### src/rtl/pio_button.sv
// Avalon-MM parallel input port with edge capture and a maskable level interrupt.
// Inputs are two-flop synchronized; edgecapture is sticky and write-1-to-clear.
module pio_button #(
    parameter int unsigned WIDTH     = 8,
    parameter int unsigned EDGE_TYPE = 0
) (
    input  logic             clk,
    input  logic             reset,
    input  logic [1:0]       address,
    input  logic             chipselect,
    input  logic             write_n,
    input  logic [WIDTH-1:0] writedata,
    input  logic [WIDTH-1:0] in_port,
    output logic [WIDTH-1:0] readdata,
    output logic             irq
);

    logic [WIDTH-1:0] r_s1;
    logic [WIDTH-1:0] r_s2;
    logic [WIDTH-1:0] r_s3;
    logic [WIDTH-1:0] r_irqmask;
    logic [WIDTH-1:0] r_edgecap;
    logic [WIDTH-1:0] r_readdata;

    logic             w_wr;
    logic             w_wr_mask;
    logic [WIDTH-1:0] w_event;
    logic [WIDTH-1:0] w_clear;
    logic [WIDTH-1:0] w_rdmux;

    assign w_wr      = chipselect & ~write_n;
    assign w_wr_mask = w_wr && (address == 2'd2);
    assign w_clear   = (w_wr && (address == 2'd3)) ? writedata : '0;

    always_comb begin
        w_event = '0;
        if (EDGE_TYPE == 0) begin
            w_event = r_s2 & ~r_s3;
        end else if (EDGE_TYPE == 1) begin
            w_event = ~r_s2 & r_s3;
        end else begin
            w_event = r_s2 ^ r_s3;
        end
    end

    always_comb begin
        w_rdmux = '0;
        case (address)
            2'd0:    w_rdmux = r_s2;
            2'd2:    w_rdmux = r_irqmask;
            2'd3:    w_rdmux = r_edgecap;
            default: w_rdmux = '0;
        endcase
    end

    always_ff @(posedge clk) begin
        if (reset) begin
            r_s1       <= '0;
            r_s2       <= '0;
            r_s3       <= '0;
            r_irqmask  <= '0;
            r_edgecap  <= '0;
            r_readdata <= '0;
        end else begin
            r_s1       <= in_port;
            r_s2       <= r_s1;
            r_s3       <= r_s2;
            r_readdata <= w_rdmux;
            if (w_wr_mask) begin
                r_irqmask <= writedata;
            end
            // A new event overrides a simultaneous clear so no edge is lost.
            r_edgecap <= (r_edgecap & ~w_clear) | w_event;
        end
    end

    assign readdata = r_readdata;
    assign irq      = |(r_edgecap & r_irqmask);

endmodule

### config.mk
export PLATFORM = sky130hd
export DESIGN_NAME = pio_button
export DESIGN_NICKNAME = d
export VERILOG_FILES = /design/src/rtl/pio_button.sv
export SDC_FILE = /design/constraint.sdc
export NUM_CORES = 1
export LEC_CHECK = 0
export CAP_MARGIN = 20
export CORE_UTILIZATION = 40
export CTS_CLUSTER_DIAMETER = 30
export DETAILED_ROUTE_END_ITERATION = 10
export HOLD_SLACK_MARGIN = 0.03
export PLACE_DENSITY = 0.72
export SYNTH_ARGS = -nofsm -noshare
export SYNTH_HDL_FRONTEND = slang
export SYNTH_SLANG_ARGS = --single-unit
### constraint.sdc
create_clock -name clk -period 1.3 [get_ports clk]
set_clock_uncertainty 0.1 [all_clocks]
set_input_delay 0.26 -clock clk [delete_from_list [all_inputs] [get_ports clk]]
set_output_delay 0.26 -clock clk [all_outputs]
set_load 0.02 [all_outputs]
==> qor.json <==
{
  "outcome": {"value": "finished, violations left"},
  "failing_checks": {"value": "setup timing"},
  "critPathBufInv": {"value": 1},
  "count_of_input_and_output_buffers": {"value": 30},
  "worst_skew_pair.late_latency": {"value": 300, "unit": "ps"},
  "max_fanout_on_critical_path": {"value": 2},
  "fmaxAchievable": {"value": 0.667, "unit": "GHz"},
  "ys_warn_count": {"value": 0},
  "cts_hold_buffers": {"value": 0},
  "max_cap_violations": {"value": 0},
  "netlist-cell-type-count": {"value": 16},
  "startpoint_type": {"value": "flop"},
  "synthesis.area": {"value": 1660, "unit": "sq um"},
  "finalCriticalPeriod": {"value": 1500, "unit": "ps"},
  "tritoncts.num_buffers": {"value": 5},
  "longest_clk_path_bufs": {"value": 2},
  "mostFrequentLayoutCell": {"value": "sky130_fd_sc_hd__dfxtp_1"},
  "cp-end-kind": {"value": "output port"},
  "drt-total-wl": {"value": 3.58, "unit": "mm"},
  "post_route_cells_drive_above_1_share": {"value": 25.1, "unit": "%"},
  "detail_route.wl_per_cell": {"value": 13.7, "unit": "um"},
  "drt_first_pass_iters": {"value": 4},
  "initial_antenna_violation_count": {"value": 0},
  "largest_net_degree_at_the_start_of_global_routing": {"value": 28},
  "initial_core_util": {"value": 41.5, "unit": "%"},
  "hold_viol_final": {"value": 0},
  "io_pins": {"value": 31},
  "worst_hold_slack": {"value": 338, "unit": "ps"},
  "setup_repair_after_global_routing_missed_its_margin": {"value": "yes"},
  "clock_sink_count": {"value": 48},
  "post-synth-top-area-fraction": {"value": 57.8, "unit": "%"},
  "clockRootBuffer": {"value": "sky130_fd_sc_hd__clkbuf_8"},
  "final_nets": {"value": 232},
  "setup_violations": {"value": 1},
  "ys_seq_area_share": {"value": 57.8, "unit": "%"},
  "grt_first_pass_wirelength": {"value": 5.75, "unit": "mm"},
  "worst-setup-path-type": {"value": "reg2out"},
  "route.vias.total": {"value": 1269},
  "cts_tree": {"value": "built"},
  "final.fill_count": {"value": 346},
  "post_synth.cell_area_avg": {"value": 10.8, "unit": "sq um"},
  "path_clk_slew": {"value": 80, "unit": "ps"},
  "critPathRequiredTime": {"value": 940, "unit": "ps"},
  "dr.first_iter.drc_count": {"value": 81},
  "cp_data_arrival_time": {"value": 1140, "unit": "ps"},
  "worst-slew-pin-transition": {"value": 205, "unit": "ps"},
  "netlist_instances": {"value": 154},
  "synth_area_leader_cell": {"value": "sky130_fd_sc_hd__dfxtp_1"},
  "worstPathCellList": {"value": "a22oi_2, nand4_1, buf_4"},
  "ctsHtreeMaxLevel": {"value": 2},
  "setup-tns-final": {"value": -199, "unit": "ps"},
  "chipWidth": {"value": 66.5, "unit": "um"},
  "regToRegSetupSlack": {"value": 300, "unit": "ps"},
  "mappedNetlistNets": {"value": 176},
  "peakVddDrop": {"value": 0.925, "unit": "mV"},
  "cts_setup_buffers": {"value": 0},
  "critical-path-slowest-cell": {"value": "sky130_fd_sc_hd__dfxtp_2"},
  "flow.area_growth_from_synthesis": {"value": 37.9, "unit": "%"},
  "area_of_the_die": {"value": 4420, "unit": "sq um"},
  "post-route-period-util": {"value": 115, "unit": "%"},
  "final_antenna_net_count": {"value": 0},
  "postSynthRegisterBits": {"value": 48},
  "hpwlAfterDp": {"value": 2.61, "unit": "mm"},
  "routed_via_density": {"value": 4.86},
  "timing.hold.worst.class": {"value": "reg2reg"},
  "cp_top_family": {"value": "flip-flops"},
  "maxSlewHeadroom": {"value": 86.0, "unit": "%"},
  "fp.coreArea": {"value": 4000, "unit": "sq um"},
  "antenna_cells_inserted": {"value": 0},
  "rows": {"value": 23},
  "leakage": {"value": 0.942, "unit": "nW"},
  "overall_routing_resource_usage": {"value": 18.1, "unit": "%"},
  "finalWorstSetupSlack": {"value": -199, "unit": "ps"},
  "power.density": {"value": 1210, "unit": "nW/um^2"},
  "via_count_of_the_first_global_routing_pass": {"value": 1244},
  "post-route-drc-count": {"value": 0},
  "die_y": {"value": 66.5, "unit": "um"},
  "finalMaxSlewViolations": {"value": 0},
  "most-common-layout-cells": {"value": "sky130_fd_sc_hd__dfxtp_1, sky130_fd_sc_hd__buf_4, sky130_fd_sc_hd__nor2b_1"},
  "place_congestion": {"value": 0.853},
  "post_synth_main_area_contributors": {"value": "sky130_fd_sc_hd__dfxtp_1, sky130_fd_sc_hd__mux2i_1, sky130_fd_sc_hd__nor2b_1, sky130_fd_sc_hd__a21oi_1, sky130_fd_sc_hd__a22o_1"},
  "overflow": {"value": 0},
  "worst_path_largest_cell_delay": {"value": 330, "unit": "ps"}
}
==> cell families after synthesis <==
logic type | after synthesis | synth area share [%]
flops | 48 | 57.8
buf+inv | 19 | 5.50
simple gates | 35 | 12.6
compound gates | 36 | 14.5
mux | 16 | 9.64
==> layer usage <==
metal  GRT usage, %  routed length [um]  vias up
met1           20.4                1510      600
met2           31.4                1890       26
met5              0                   0        -
met4           7.71                  58        0
li1               -                   -      638
met3           5.65                 124        5
==> synthesized netlist by cell type <==
master                      n
sky130_fd_sc_hd__a22oi_1    4
sky130_fd_sc_hd__nor2_1     8
sky130_fd_sc_hd__a21oi_1   16
sky130_fd_sc_hd__inv_1      9
sky130_fd_sc_hd__dfxtp_1   48
sky130_fd_sc_hd__nor2b_1   24
sky130_fd_sc_hd__clkbuf_1   2
sky130_fd_sc_hd__buf_1      2
sky130_fd_sc_hd__buf_2      4
sky130_fd_sc_hd__nand4_1    1
sky130_fd_sc_hd__buf_6      2
sky130_fd_sc_hd__a211oi_1   8
sky130_fd_sc_hd__and4bb_2   1
sky130_fd_sc_hd__mux2i_1   16
sky130_fd_sc_hd__and4b_1    1
sky130_fd_sc_hd__a22o_1     8
==> worst register-to-register path, cell delays in order (launching register included) <==
cell                       delay, ps
sky130_fd_sc_hd__dfxtp_1         350
sky130_fd_sc_hd__buf_4           120
sky130_fd_sc_hd__mux2i_1          80
sky130_fd_sc_hd__a211oi_2        270
==> path summary, 6_finish.rpt <==
path                 endpoint  cells past startpoint          from
setup reg to reg  readdata[5]                      3  r_irqmask[5]
setup / recovery          irq                      3  r_irqmask[2]
hold reg to reg       r_s2[3]                      1       r_s1[3]
hold / removal        r_s2[3]                      1       r_s1[3]
==> report_power, final <==
part	total [W]	switching [W]	internal, W
Combinational	0.000302	0.000131	0.000171
Clock	0.000907	0.000473	0.000434
Sequential	0.00156	0.0000278	0.00153
==> state kept, by name, indices dropped and copies added, names as in the netlist <==
| signal | flops |
|---|---|
| r_edgecap | 8 |
| r_irqmask | 8 |
| r_s1 | 8 |
| r_s2 | 8 |
| r_s3 | 8 |
| readdata | 8 |
==> through the flow <==
step                area (sq um)  std cells  worst slack (ps)  utilization (%)  power (W)
floorplan                   1660        154              47.2                -    0.00172
global placement            2210        253              -343             55.2    0.00189
detailed placement          2210        253              -426             55.2    0.00190
CTS                         2310        261              -221             57.7    0.00280
global route                2290        261              -256             57.3    0.00289
finish                      2290        261              -199             57.3    0.00277
==> cell type report <==
| cell class | count | area (sq um) | share of cell area, % |
|---|---|---|---|
| Clock buffer | 8 | 90.1 | 3.93 |
| Inverter | 9 | 33.8 | 1.47 |
| Timing Repair Buffer | 59 | 505 | 22.1 |
| Multi-Input combinational cell | 87 | 634 | 27.7 |
| Tap cell | 50 | 62.6 | 2.73 |
| Sequential cell | 48 | 965 | 42.1 |
==> repair_timing <==
| action | CTS | global route |
|---|---|---|
| setup endpoints to repair | 27 | 8 |
| pin swaps | 1 | 3 |
| gates resized for setup | 28 | 14 |
(Power assumes the default switching activity.)
